[config.mk]
export PLATFORM = sky130hd
export DESIGN_NAME = hazard_ctrl_unit
export DESIGN_NICKNAME = d
export VERILOG_FILES = /design/src/rtl/riscv_pipe_pkg.sv /design/src/rtl/rs_use_decode.sv /design/src/rtl/hazard_ctrl_unit.sv
export SDC_FILE = /design/constraint.sdc
export NUM_CORES = 1
export LEC_CHECK = 0
export BUFFER_PORTS_ARGS = -buffer_cell sky130_fd_sc_hd__buf_2
export CORE_AREA = 2 2 39 41
export DETAILED_ROUTE_END_ITERATION = 7
export DIE_AREA = 0 0 41 43
export GPL_ROUTABILITY_DRIVEN = 1
export PLACE_DENSITY = 0.69
export SLEW_MARGIN = 20
export SYNTH_ARGS = -nofsm -noshare
export SYNTH_HDL_FRONTEND = slang
export SYNTH_SLANG_ARGS = --single-unit
[constraint.sdc]
create_clock -name clk -period 3 [get_ports clk]
set_input_delay 0.6 -clock clk [delete_from_list [all_inputs] [get_ports clk]]
set_output_delay 0.6 -clock clk [all_outputs]
set_load 0.05 [all_outputs]
[src/rtl/riscv_pipe_pkg.sv]
// Shared RV32I pipeline definitions: opcodes, the canonical NOP and the
// hazard controller state encoding.
package riscv_pipe_pkg;

  localparam logic [6:0] OP_R      = 7'b0110011;
  localparam logic [6:0] OP_IMM    = 7'b0010011;
  localparam logic [6:0] OP_LOAD   = 7'b0000011;
  localparam logic [6:0] OP_STORE  = 7'b0100011;
  localparam logic [6:0] OP_BRANCH = 7'b1100011;
  localparam logic [6:0] OP_JAL    = 7'b1101111;
  localparam logic [6:0] OP_JALR   = 7'b1100111;
  localparam logic [6:0] OP_LUI    = 7'b0110111;
  localparam logic [6:0] OP_AUIPC  = 7'b0010111;

  // add x0,x0,x0
  localparam logic [31:0] NOP_INST = 32'h00000033;

  typedef enum logic {
    RUN,
    LSTALL
  } hz_state_t;

endpackage

[src/rtl/rs_use_decode.sv]
// Source-register usage decode from the major opcode. Shared by the hazard
// controller and the forwarding unit.
module rs_use_decode
  import riscv_pipe_pkg::*;
(
  input  logic [6:0] opcode,
  output logic       uses_rs1,
  output logic       uses_rs2
);

  // Classify the opcode by which register fields it actually reads.
  always_comb begin
    uses_rs1 = 1'b0;
    uses_rs2 = 1'b0;
    case (opcode)
      OP_R, OP_STORE, OP_BRANCH: begin
        uses_rs1 = 1'b1;
        uses_rs2 = 1'b1;
      end
      OP_IMM, OP_LOAD, OP_JALR: begin
        uses_rs1 = 1'b1;
      end
      default: begin
        uses_rs1 = 1'b0;
        uses_rs2 = 1'b0;
      end
    endcase
  end

endmodule

[src/rtl/hazard_ctrl_unit.sv]
// Pipeline hazard controller for the 5-stage RV32I core: load-use stall
// insertion, redirect squash and external memory freeze. Outputs are Mealy.
// Optional performance counters (stall_cnt, flush_cnt) are built when
// HAZARD_PERF_CNT_EN is defined.
module hazard_ctrl_unit
  import riscv_pipe_pkg::*;
#(
  parameter int unsigned LOAD_USE_STALL = 1,
  parameter int unsigned CNT_W          = 32
) (
  input  logic             clk,
  input  logic             rst,
  input  logic [31:0]      id_inst,
  input  logic             ex_is_load,
  input  logic [4:0]       ex_rd,
  input  logic             ex_redirect,
  input  logic             ext_stall,
  output logic             pc_en,
  output logic             ifid_en,
  output logic             ifid_flush,
  output logic             idex_bubble,
`ifdef HAZARD_PERF_CNT_EN
  output logic             stall_active,
  output logic [CNT_W-1:0] stall_cnt,
  output logic [CNT_W-1:0] flush_cnt
`else
  output logic             stall_active
`endif
);

  hz_state_t  state_q, state_d;
  logic [1:0] cnt_q, cnt_d;
  logic       uses_rs1, uses_rs2;
  logic       hazard;
  logic       lu_bubble;

  rs_use_decode u_rs_use_decode (
    .opcode   (id_inst[6:0]),
    .uses_rs1 (uses_rs1),
    .uses_rs2 (uses_rs2)
  );

  // Funct/rd/imm fields play no part in hazard detection.
  logic unused_inst_bits;
  assign unused_inst_bits = ^{id_inst[31:25], id_inst[14:7]};

  assign hazard = ex_is_load && (ex_rd != 5'd0) &&
                  ((uses_rs1 && (id_inst[19:15] == ex_rd)) ||
                   (uses_rs2 && (id_inst[24:20] == ex_rd)));

  // Next-state and pipeline control in priority order.
  always_comb begin
    state_d      = state_q;
    cnt_d        = cnt_q;
    pc_en        = 1'b1;
    ifid_en      = 1'b1;
    ifid_flush   = 1'b0;
    idex_bubble  = 1'b0;
    stall_active = (state_q == LSTALL);
    lu_bubble    = 1'b0;
    if (rst) begin
      state_d      = RUN;
      cnt_d        = '0;
      pc_en        = 1'b0;
      ifid_en      = 1'b0;
      ifid_flush   = 1'b1;
      idex_bubble  = 1'b1;
      stall_active = 1'b0;
    end else if (ext_stall) begin
      pc_en   = 1'b0;
      ifid_en = 1'b0;
    end else if (ex_redirect) begin
      ifid_flush  = 1'b1;
      idex_bubble = 1'b1;
      state_d     = RUN;
      cnt_d       = '0;
    end else if (state_q == LSTALL) begin
      pc_en       = 1'b0;
      ifid_en     = 1'b0;
      idex_bubble = 1'b1;
      lu_bubble   = 1'b1;
      // cnt counts the bubbles still owed, including this cycle's.
      if (cnt_q <= 2'd1) begin
        state_d = RUN;
        cnt_d   = '0;
      end else begin
        cnt_d = cnt_q - 2'd1;
      end
    end else if (hazard) begin
      pc_en       = 1'b0;
      ifid_en     = 1'b0;
      idex_bubble = 1'b1;
      lu_bubble   = 1'b1;
      if (LOAD_USE_STALL > 1) begin
        state_d = LSTALL;
        cnt_d   = 2'(LOAD_USE_STALL - 1);
      end
    end
  end

  // State register with synchronous reset.
  always_ff @(posedge clk) begin
    if (rst) begin
      state_q <= RUN;
      cnt_q   <= '0;
    end else begin
      state_q <= state_d;
      cnt_q   <= cnt_d;
    end
  end

`ifdef HAZARD_PERF_CNT_EN
  logic [CNT_W-1:0] stall_cnt_q, flush_cnt_q;

  // Saturating event counters, frozen along with the pipeline.
  always_ff @(posedge clk) begin
    if (rst) begin
      stall_cnt_q <= '0;
      flush_cnt_q <= '0;
    end else if (!ext_stall) begin
      if (lu_bubble && (stall_cnt_q != '1)) stall_cnt_q <= stall_cnt_q + 1'b1;
      if (ifid_flush && (flush_cnt_q != '1)) flush_cnt_q <= flush_cnt_q + 1'b1;
    end
  end

  assign stall_cnt = stall_cnt_q;
  assign flush_cnt = flush_cnt_q;
`else
  logic             unused_lu_bubble;
  logic [CNT_W-1:0] unused_cnt_w;
  assign unused_lu_bubble = lu_bubble;
  assign unused_cnt_w     = '0;
`endif

endmodule

==> Word level (Yosys, flattened, before mapping) <==
Index checks and enable logic that the tools add are counted.
{ "classes": {"muxes": 22, "addsub": 1, "bitwise_logic": 1, "n_lt_le_gt_ge": 1, "n_reduce_logical": 10, "eq_ne": 8} }
{ "ops": {"columns": ["cell", "count"], "rows": [
  ["1-bit two-way mux", 19],
  ["7-bit by 6-bit equality test with 1-bit output, second input constant", 2],
  ["7-bit equality test, second input constant", 2],
  ["5-bit equality test", 2],
  ["7-bit by 2-bit equality test with 1-bit output, second input constant", 1],
  ["7-bit by 5-bit equality test with 1-bit output, second input constant", 1],
  ["2-bit two-way mux", 3],
  ["6-bit OR reduction", 1],
  ["5-bit nonzero test", 1],
  ["1-bit logical AND", 4],
  ["3-bit OR reduction", 1],
  ["2-bit by 1-bit <= comparator with 1-bit output, second input constant", 1],
  ["2-bit AND reduction", 1],
  ["2-bit nonzero test", 1],
  ["2-bit by 1-bit subtractor with 2-bit output, second input constant", 1],
  ["1-bit logical OR", 1],
  ["1-bit inverter", 1]
]} }
{ "totals": {"in_bits": 42, "elab_cells": 45, "out_inout_bits": 5, "regBits": 3} }

==> Depth between registers and ports, before layout <==
Gate-level depths: netlist (run 1).
{ "logic_depth": {"word_depth": 11, "mapped_depth": 6, "depth_no_buf": 5} }

==> By module <==
A second synthesis (run 1) with hierarchy kept.
{ "hier_totals": {"hier_cells": 44, "area_unflattened_um2": 356.6} }
{ "modules_own_cells": {"columns": ["module", "area_per_inst_um2", "cells_each", "seq_area_each_um2", "n_inst"], "rows": [
  ["hazard_ctrl_unit", 299.0, 38, 60.1, 1],
  ["rs_use_decode", 57.6, 6, 0.0, 1]
]} }

==> Worst setup path after synthesis (run 1) <==
No wires, ideal clock.
{ "synth_timing": {"kind": "input to output", "startpoint": "in ex_rd[1]", "endpoint": "out pc_en", "required_time_ns": 2.400, "setup_slack_ns": -0.448, "stages": 5, "t_arrival_ns": 2.848, "cell_sequence": "or4_4 > o21ai_2 > nor2_1 > a2111oi_2 > buf_4"} }
{ "synth_between": {"elab_chain_cells": 9, "word_cells_on_any_way": 13, "cone_classes": "eq/ne (2); mux (5); reduce/logical (6)"} }
{ "synth_lines": {"columns": ["item", "line_no", "source"], "rows": [
  ["start: declaration", "hazard_ctrl_unit.sv:15", "input logic [4:0] ex_rd,"],
  ["5-bit equality test, on equally long branches", "hazard_ctrl_unit.sv:48, hazard_ctrl_unit.sv:49", null],
  ["1-bit logical AND, on equally long branches", "hazard_ctrl_unit.sv:48, hazard_ctrl_unit.sv:49", null],
  ["1-bit logical OR", "hazard_ctrl_unit.sv:48", "((uses_rs1 && (id_inst[19:15] == ex_rd)) ||"],
  ["1-bit logical AND *", "hazard_ctrl_unit.sv:47", "assign hazard = ex_is_load && (ex_rd != 5'd0) &&"],
  ["1-bit two-way mux * (5 in series)", null, null],
  ["end: declaration", "hazard_ctrl_unit.sv:18", "output logic pc_en,"]
]} }
Mark *: on every way between the ends. The rest lies on a longest branch, timed or not.

==> Worst setup path in the final report (run 1) <==
{ "layout_timing": {"startpoint": "in ex_rd[1]", "endpoint": "out ifid_en"} }
{ "layout_between": {"elab_chain_cells": 9, "word_cells_on_any_way": 13, "cone_classes": "eq/ne (2); mux (5); reduce/logical (6)"} }
{ "layout_lines": {"columns": ["item", "line_no", "source"], "rows": [
  ["5-bit equality test, on equally long branches", "hazard_ctrl_unit.sv:48, hazard_ctrl_unit.sv:49", null],
  ["1-bit logical AND, on equally long branches", "hazard_ctrl_unit.sv:48, hazard_ctrl_unit.sv:49", null],
  ["1-bit logical OR", "hazard_ctrl_unit.sv:48", null],
  ["1-bit logical AND *", "hazard_ctrl_unit.sv:47", null],
  ["1-bit two-way mux *", "hazard_ctrl_unit.sv:89", "end else if (hazard) begin"],
  ["1-bit two-way mux *", "hazard_ctrl_unit.sv:77", "end else if (state_q == LSTALL) begin"],
  ["1-bit two-way mux *", "hazard_ctrl_unit.sv:72", "end else if (ex_redirect) begin"],
  ["1-bit two-way mux *", "hazard_ctrl_unit.sv:69", "end else if (ext_stall) begin"],
  ["1-bit two-way mux *", "hazard_ctrl_unit.sv:61", "if (rst) begin"],
  ["end: declaration", "hazard_ctrl_unit.sv:19", "output logic ifid_en,"]
]} }
Marked as above.

==> results.toml, run 1 <==
[run_status]
status = "finished, final reports clean"

[floorplan]
dieArea_mm2 = 0.001763
ios = 47
rows = 14
initial_core_util_pct = 24.68
die_width_um = 41
fp.dieH_um = 43
core_area_mm2 = 0.001384

[sta]
worstMarginPinSlew_ns = 0.3635
slew_headroom_pct = 75.14
slew_viol_final = 0
fmax_ghz = 0.3711
period_share_pct = 89.82
fin_tns_setup_ns = 0
hold_slack_ns = 0.4274
hold_viol_final = 0
fin_crit_ns = 2.695
setup_viol = 0
rsz0062_at_grt = "false"
finalClockSkew_ns = 0.002406

[worst_setup_path]
reg2reg_to = "cnt_q[0]"
r2r-start = "state_q"
worstSetupPathType = "input pin to output pin"
crit_fanout = 3
arrival_ns = 2.09
worstPathRequired_ns = 2.40
critPathCaptureType = "output pin"
startpoint_type = "input pin"
r2r_cells = 3
r2r_slack_ns = 2.22

[synth]
ys_types = 22
synth.area.top_cells = "xor2_1 21%, dfxtp_1 18%, nor2_1 5.5%"
synth_fp_nets = 86
syn-cell-area_um2 = 341.6
yosys.area.top_type_share_pct = 20.51
syn_area_per_cell_um2 = 7.763
ys_ff_latch = 3
synth_cells = 44
yosysWarnings = 0
synth_top_area_cell = "xor2_1"
ys_seq_area_share_pct = 17.58

[placement]
placed_area_um2 = 521.8
place_inst = 90
hpwlAfterDp_um = 734.9
io_buffers = 31
routabilityCongestion = 0.5995

[pwr]
p_leak_nw = 0.2759
ir_drop_uv = 269.8
p_per_area_mw_per_mm2 = 300.7

[clock_network]
postCtsSetupBuffers = 0
cts_buffers = 3
clockBufferDepth = 2
cts.sinks = 3
postCtsHoldBufs = 0
cts_tree = "done"
clk_latency_ns = 0.23
root_buffer = "clkbuf_4"
ctsResizeCount = 0
clk_pin_slew_ns = 0.03
cts.htree.levels = 1

[route]
wire_per_inst_um = 8.745
routed_wl_um = 822
avgViaCountPerCell = 4.426
dr.pass1.iters = 3
drt_iter0_markers = 7
drc = 0
antenna_left = 0
vias = 416

[final_layout]
area_delta_synth_final_pct = 60.44
nets = 121
layout_commonest_cell = "buf_2"
final_cell_mix = "31 x buf_2, 8 x xor2_1, 5 x nor2_1, 4 x nand2_1"
final_area_um2 = 548.0
drive_gt1_share_pct = 48.72
num_antenna_cells = 0
fin_cells = 94

[hold_path]
hold_path.class = "register to register"
whs_endpoint = "cnt_q[1]"
min_delay_path_depth = 2
hold_start = "cnt_q[1]"

[global_route]
grt_first_pass_wirelength_mm = 1.262
antenna_found_initial = 0
grt_overflow = 0
grt_pass1_vias = 359
grt_max_degree = 7
track_usage_pct = 10.43

[run]
max_cap_violations = 0
-- flip-flops by register name, summed over array words and instances, names as in the netlist --
name,cells
state_q,1
cnt_q,2
-- through the flow --
| step | total power (W) | worst slack [ns] | util (%) |
|---|---|---|---|
| global placement | 0.00009726 | 0.2880 | 37.70 |
| CTS | 0.0001693 | 0.2775 | 39.60 |
| global route | 0.0001761 | 0.2009 | 39.60 |
| detailed placement | 0.00009798 | 0.2821 | 37.70 |
| floorplan | 0.00007077 | 0.02650 | - |
| finish | 0.0001648 | 0.3055 | 39.60 |
-- where the power goes --
part | internal, W | switching, W | total, W
Sequential | 0.0000401 | 0 | 0.0000401
Clock | 0.0000497 | 0.0000186 | 0.0000682
Combinational | 0.0000251 | 0.0000314 | 0.0000564
Total | 0.000115 | 0.0000499 | 0.000165
-- critical path, stage by stage --
cell,delay (ns)
buf_2,0.12
or4_4,0.53
o21ai_2,0.15
nor2_1,0.08
a2111oi_4,0.29
buf_2,0.32
-- worst max-delay path by stage --
| stage | start | to | slack [ns] | depth (start not counted) |
|---|---|---|---|---|
| 2_1_floorplan | ex_rd[1] | pc_en | 0.03 | 5 |
| 3_3_place_gp | ex_rd[1] | pc_en | 0.29 | 6 |
| 3_5_place_dp | ex_rd[1] | pc_en | 0.28 | 6 |
| 4_1_cts | ex_rd[1] | pc_en | 0.28 | 6 |
| 5_1_grt | ex_rd[1] | ifid_en | 0.20 | 6 |
| 6_report | ex_rd[1] | ifid_en | 0.31 | 6 |
-- metal layers --
metal	GRT usage, %	routed length [um]
met1	10.90	326
met2	17.19	418
met3	4.712	76
met4	4.000	0
met5	0	0
-- cell usage after synthesis --
| library cell | count |
|---|---|
| a2111oi_2 | 1 |
| or4_4 | 1 |
| inv_1 | 3 |
| o21ai_0 | 2 |
| o21ai_2 | 1 |
| buf_4 | 1 |
| xor2_1 | 8 |
| nor2b_1 | 2 |
| nand2_1 | 4 |
| a21oi_1 | 1 |
| and4b_1 | 1 |
| a221o_1 | 1 |
| a2111oi_0 | 2 |
| nand3_1 | 1 |
| and2b_2 | 1 |
| dfxtp_1 | 3 |
| nor2_1 | 5 |
| o21a_1 | 1 |
| xnor2_1 | 2 |
| a21o_1 | 1 |
| nor4_1 | 1 |
| nand4_1 | 1 |
-- layout make-up --
cell class | count | area, um^2
clock buffers | 4 | 26.28
fillers | 157 | 835.8
inverters | 3 | 11.26
multi-input cells | 37 | 275.3
flip-flops and latches | 3 | 60.06
well taps | 16 | 20.02
repair buffers | 31 | 155.1
-- logic make-up (layout without fill, tap and decap cells) --
family	count (synthesis)	in the layout	share of synthesized area [%]
compound gates	10	10	23.81
simple gates	17	17	27.47
buf+inv	4	38	5.495
flops	3	3	17.58
xor+xnor	10	10	25.64
Power figures use the tool's default switching activity.
==> run 2: changes to the inputs <==
--- a/config.mk
+++ b/config.mk
@@ -5,7 +5,7 @@
 export SDC_FILE = /design/constraint.sdc
 export NUM_CORES = 1
 export LEC_CHECK = 0
-export BUFFER_PORTS_ARGS = -buffer_cell sky130_fd_sc_hd__buf_2
+export BUFFER_PORTS_ARGS = -buffer_cell sky130_fd_sc_hd__buf_4
 export CORE_AREA = 2 2 39 41
 export DETAILED_ROUTE_END_ITERATION = 7
 export DIE_AREA = 0 0 41 43
==> run 2 against run 1 <==
Against the previous run: clock power grew 0.6%; critical path depth is the same; first-iteration DRC count shrank 29%; cell area grew 14%; combinational power grew 22%; flip-flop and latch count is the same; sequential share of layout area shrank 1.4 points; clock-buffer cell count is the same; utilization grew 5.6 points; critical path type unchanged; critical endpoint unchanged.
==> results.toml, run 2 (synthesis gave the netlist of run 1 again) <==
[worst_setup_path]
path_cells = "buf_4 -> or4_4 -> o21ai_2 -> nor2_1 -> a2111oi_4 -> buf_4"
critPathCaptureType = "output pin"
cpPeakStageDelay_ns = 0.53
worstSetupPathType = "input pin to output pin"
arrival_ns = 2.05
crit_start = "ex_rd[1]"
startpoint_type = "input pin"
r2r_slack_ns = 2.12
crit_fanout = 3
cp_slowest_cell = "or4_4"
r2r-start = "state_q"
cp_common_cell = "buf_4"
worstPathRequired_ns = 2.40
reg2reg_to = "cnt_q[0]"
r2r_cells = 3

[final_layout]
num_antenna_cells = 0
reg_top3 = "cnt_q (2), state_q (1)"
area_delta_synth_final_pct = 83.15
top_register = "cnt_q"
final_cell_mix = "31 x buf_4, 8 x xor2_1, 5 x nor2_1, 4 x nand2_1"
final_area_um2 = 625.6
fillers = 151
drive_gt1_share_pct = 48.72
layout_commonest_cell = "buf_4"
nets = 121
fin_cells = 94
largest_register_ffs = 2

[pwr]
power.internal_w = 0.0001263
p_per_area_mw_per_mm2 = 283.7
pwr-share-clk_pct = 38.7
p_leak_nw = 0.3014
combPwrFrac_pct = 38.7
p_seq_share_pct = 22.6
p_sw_share_pct = 28.82
ir_drop_uv = 206.9
power_switching_w = 0.00005115

[floorplan]
rows = 14
initial_core_util_pct = 24.68
ios = 47
fp.dieH_um = 43
dieArea_mm2 = 0.001763
core_area_mm2 = 0.001384
die_width_um = 41

[sta]
fin_tns_setup_ns = 0
fmax_ghz = 0.3771
worstMarginPinSlew_ns = 0.3859
slew_viol_final = 0
fin_crit_ns = 2.652
setup_viol = 0
period_share_pct = 88.40
finalClockSkew_ns = 0.003500
rsz0062_at_grt = "false"
slew_headroom_pct = 73.61
hold_viol_final = 0
hold_slack_ns = 0.4233

[route]
avgViaCountPerCell = 4.628
routed_wl_um = 963
dr.pass1.iters = 4
drt_iter0_markers = 5
antenna_left = 0
wire_per_inst_um = 10.24
vias = 435
drc = 0

[placement]
hpwlAfterDp_um = 834
placed_area_um2 = 599.3
routabilityCongestion = 0.6652
place_inst = 90
io_buffers = 31

[global_route]
grt_first_pass_wirelength_mm = 1.531
track_usage_pct = 12.14
antenna_found_initial = 0
grt_overflow = 0
grt_pass1_vias = 451
grt_max_degree = 7

[clock_network]
clk_latency_ns = 0.23
cts_tree = "done"
postCtsHoldBufs = 0
root_buffer = "clkbuf_4"
clockBufferDepth = 2
cts.htree.levels = 1
clk_pin_slew_ns = 0.03
cts.sinks = 3
ctsResizeCount = 0
postCtsSetupBuffers = 0
cts_buffers = 3

[hold_path]
min_delay_path_depth = 2
hold_start = "cnt_q[1]"
hold_path.class = "register to register"
whs_endpoint = "cnt_q[1]"

[run]
max_cap_violations = 0

[run_status]
status = "finished, final reports clean"
[run 2: cell counts in the layout (fill, tap and decap cells not counted)]
No cell type changed its count.
[run 2: final cells by class]
| cell class | count | area [um^2] | area share (%) |
|---|---|---|---|
| inverters | 3 | 11.26 | 1.800 |
| clock buffers | 4 | 26.28 | 4.200 |
| well taps | 16 | 20.02 | 3.200 |
| multi-input cells | 37 | 275.3 | 44.00 |
| flip-flops and latches | 3 | 60.06 | 9.600 |
| repair buffers | 31 | 232.7 | 37.20 |
[run 2: layer usage]
metal / GRT usage [%] / wire [um]
met1: 12.82 / 365
met2: 21.56 / 509
met3: 4.712 / 87
met4: 2.000 / 0
met5: 0 / 0
[run 2: worst max path at each step]
stage               endpoint  slack (ns)
floorplan              pc_en        0.03
global placement     ifid_en        0.34
detailed placement   ifid_en        0.33
CTS                  ifid_en        0.32
global route         ifid_en        0.27
finish               ifid_en        0.35
[run 2: per-stage QoR]
stage / total power, W / setup slack (ns) / util [%]
after CTS: 0.0001808 / 0.3207 / 45.21
after global placement: 0.0001090 / 0.3403 / 43.31
after detailed placement: 0.0001100 / 0.3257 / 43.31
after global routing: 0.0001881 / 0.2666 / 45.21
final: 0.0001775 / 0.3480 / 45.21
after floorplan: 0.00007077 / 0.02650 / -
[run 2: power groups by stage]
stage | Sequential, W | Combinational, W | Clock, W
2_1_floorplan | 0.0000407 | 0.0000301 | 0
3_3_place_gp | 0.0000407 | 0.0000683 | 0
3_5_place_dp | 0.0000407 | 0.0000693 | 0
4_1_cts | 0.0000401 | 0.0000695 | 0.0000711
5_1_grt | 0.0000401 | 0.0000739 | 0.0000741
6_report | 0.0000401 | 0.0000687 | 0.0000686
[run 2: critical path: cells and delay by family]
family / cells / cell delay, ns
and+or+nand+nor: 2 / 0.61
buffers and inverters: 2 / 0.38
AOI/OAI and AO/OA: 2 / 0.46
==> run 3: changes to the inputs <==
==> constraint.sdc (replaced) <==
create_clock -name clk -period 2.5 [get_ports clk]
set_input_delay 0.5 -clock clk [delete_from_list [all_inputs] [get_ports clk]]
set_output_delay 0.5 -clock clk [all_outputs]
set_load 0.05 [all_outputs]
==> run 3 against run 2 <==
Against the previous run: cell area did not move; combinational power rose by 20%; clock power rose by 21%; critical path depth did not move; power rose by 21%; global-route usage rose by 0.40 points; first-iteration DRC count fell by 80%; routed wire length rose by 0.73%; die area did not move; final cell count did not move; largest cell class unchanged; highest routed layer unchanged.
==> results.toml, run 3 (synthesis gave the netlist of run 1 again) <==
[global_route]
grt_pass1_vias = 382
grt_max_degree = 7
grt_overflow = 0
track_usage_pct = 12.54
grt_first_pass_wirelength_mm = 1.552
antenna_found_initial = 0

[pwr]
combPwrFrac_pct = 38.6
p_sw_share_pct = 29.12
p_seq_share_pct = 22.5
ir_drop_uv = 199.0
power_switching_w = 0.00006230
power.internal_w = 0.0001516
pwr-share-clk_pct = 38.9
p_per_area_mw_per_mm2 = 342.0
p_leak_nw = 0.3014

[hold_path]
hold_path.class = "register to register"

[clock_network]
cts.htree.levels = 1
cts_buffers = 3
clk_latency_ns = 0.23
root_buffer = "clkbuf_4"
clockBufferDepth = 2
ctsResizeCount = 0
postCtsSetupBuffers = 0
cts.sinks = 3
postCtsHoldBufs = 0
cts_tree = "done"
clk_pin_slew_ns = 0.04

[final_layout]
largest_register_ffs = 2
fin_cells = 94
area_delta_synth_final_pct = 83.15
fin_util_pct = 45.21
nets = 121
layout_commonest_cell = "buf_4"
num_antenna_cells = 0
top_register = "cnt_q"
reg_top3 = "cnt_q (2), state_q (1)"
fillers = 130
drive_gt1_share_pct = 48.72
final_cell_mix = "31 x buf_4, 8 x xor2_1, 5 x nor2_1, 4 x nand2_1"

[worst_setup_path]
worstPathRequired_ns = 2.00
critPathCaptureType = "output pin"
startpoint_type = "input pin"
crit_fanout = 3
arrival_ns = 1.95
worstSetupPathType = "input pin to output pin"

[route]
wire_per_inst_um = 10.32
avgViaCountPerCell = 4.426
vias = 416
antenna_left = 0
routed_wl_um = 970
dr.pass1.iters = 4
drc = 0
drt_iter0_markers = 1

[sta]
period_share_pct = 97.89
slew_headroom_pct = 74.81
hold_viol_final = 0
fin_tns_setup_ns = 0
layout_setup_ws_ns = 0.05287
fin_crit_ns = 2.447
hold_slack_ns = 0.4189
finalClockSkew_ns = 0.0003851
fmax_ghz = 0.4086
worstMarginPinSlew_ns = 0.3684
slew_viol_final = 0
rsz0062_at_grt = "true"
setup_viol = 0

[floorplan]
initial_core_util_pct = 24.68
ios = 47
dieArea_mm2 = 0.001763
rows = 14
die_width_um = 41
core_area_mm2 = 0.001384
fp.dieH_um = 43

[placement]
place_inst = 90
place_ws_ns = 0.03407
routabilityCongestion = 0.7639
hpwlAfterDp_um = 838.3
io_buffers = 31

[run_status]
status = "finished, final reports clean"

[run]
max_cap_violations = 0
==> run 3: layout make-up <==
| class | count | area (um^2) | area share (%) |
|---|---|---|---|
| tap | 16 | 20.02 | 3.200 |
| sequential | 3 | 60.06 | 9.600 |
| multi-input combinational | 37 | 275.3 | 44.00 |
| clock buffer | 4 | 26.28 | 4.200 |
| timing repair buffer | 31 | 232.7 | 37.20 |
| inverter | 3 | 11.26 | 1.800 |
==> run 3: worst paths after layout <==
kind | start | to | slack (ns) | cells after the start
setup / recovery | ex_rd[1] | pc_en | 0.05 | 6
hold / removal | cnt_q[1] | cnt_q[1] | 0.42 | 2
setup reg to reg | cnt_q[1] | cnt_q[0] | 1.69 | 3
hold reg to reg | cnt_q[1] | cnt_q[1] | 0.42 | 2
==> run 3: power groups by stage <==
stage | clock [W] | combinational, W | sequential, W
floorplan | 0 | 0.0000367 | 0.0000489
global placement | 0 | 0.0000822 | 0.0000489
detailed placement | 0 | 0.0000830 | 0.0000489
CTS | 0.0000881 | 0.0000833 | 0.0000481
global route | 0.0000918 | 0.0000889 | 0.0000481
finish | 0.0000832 | 0.0000826 | 0.0000481
==> run 3: per-layer routing <==
layer / vias up / global-route usage [%] / part of all wire [%]
li1: 224 / - / -
met1: 183 / 15.06 / 43
met2: 9 / 20.31 / 53
met3: 0 / 2.094 / 3.8
met4: 0 / 6.000 / 0
met5: - / 0 / 0
==> run 3: per-stage QoR <==
step / area, um^2 / power, W
global placement: 599.3 / 0.0001310
global route: 625.6 / 0.0002288
CTS: 625.6 / 0.0002195
finish: 625.6 / 0.0002139
floorplan: 357.8 / 0.00008561
detailed placement: 599.3 / 0.0001319
==> run 3: critical path, cell delays in order <==
cell	delay (ns)
buf_4	0.12
or4_4	0.52
o21ai_2	0.14
nor2_1	0.08
a2111oi_4	0.32
buf_4	0.26
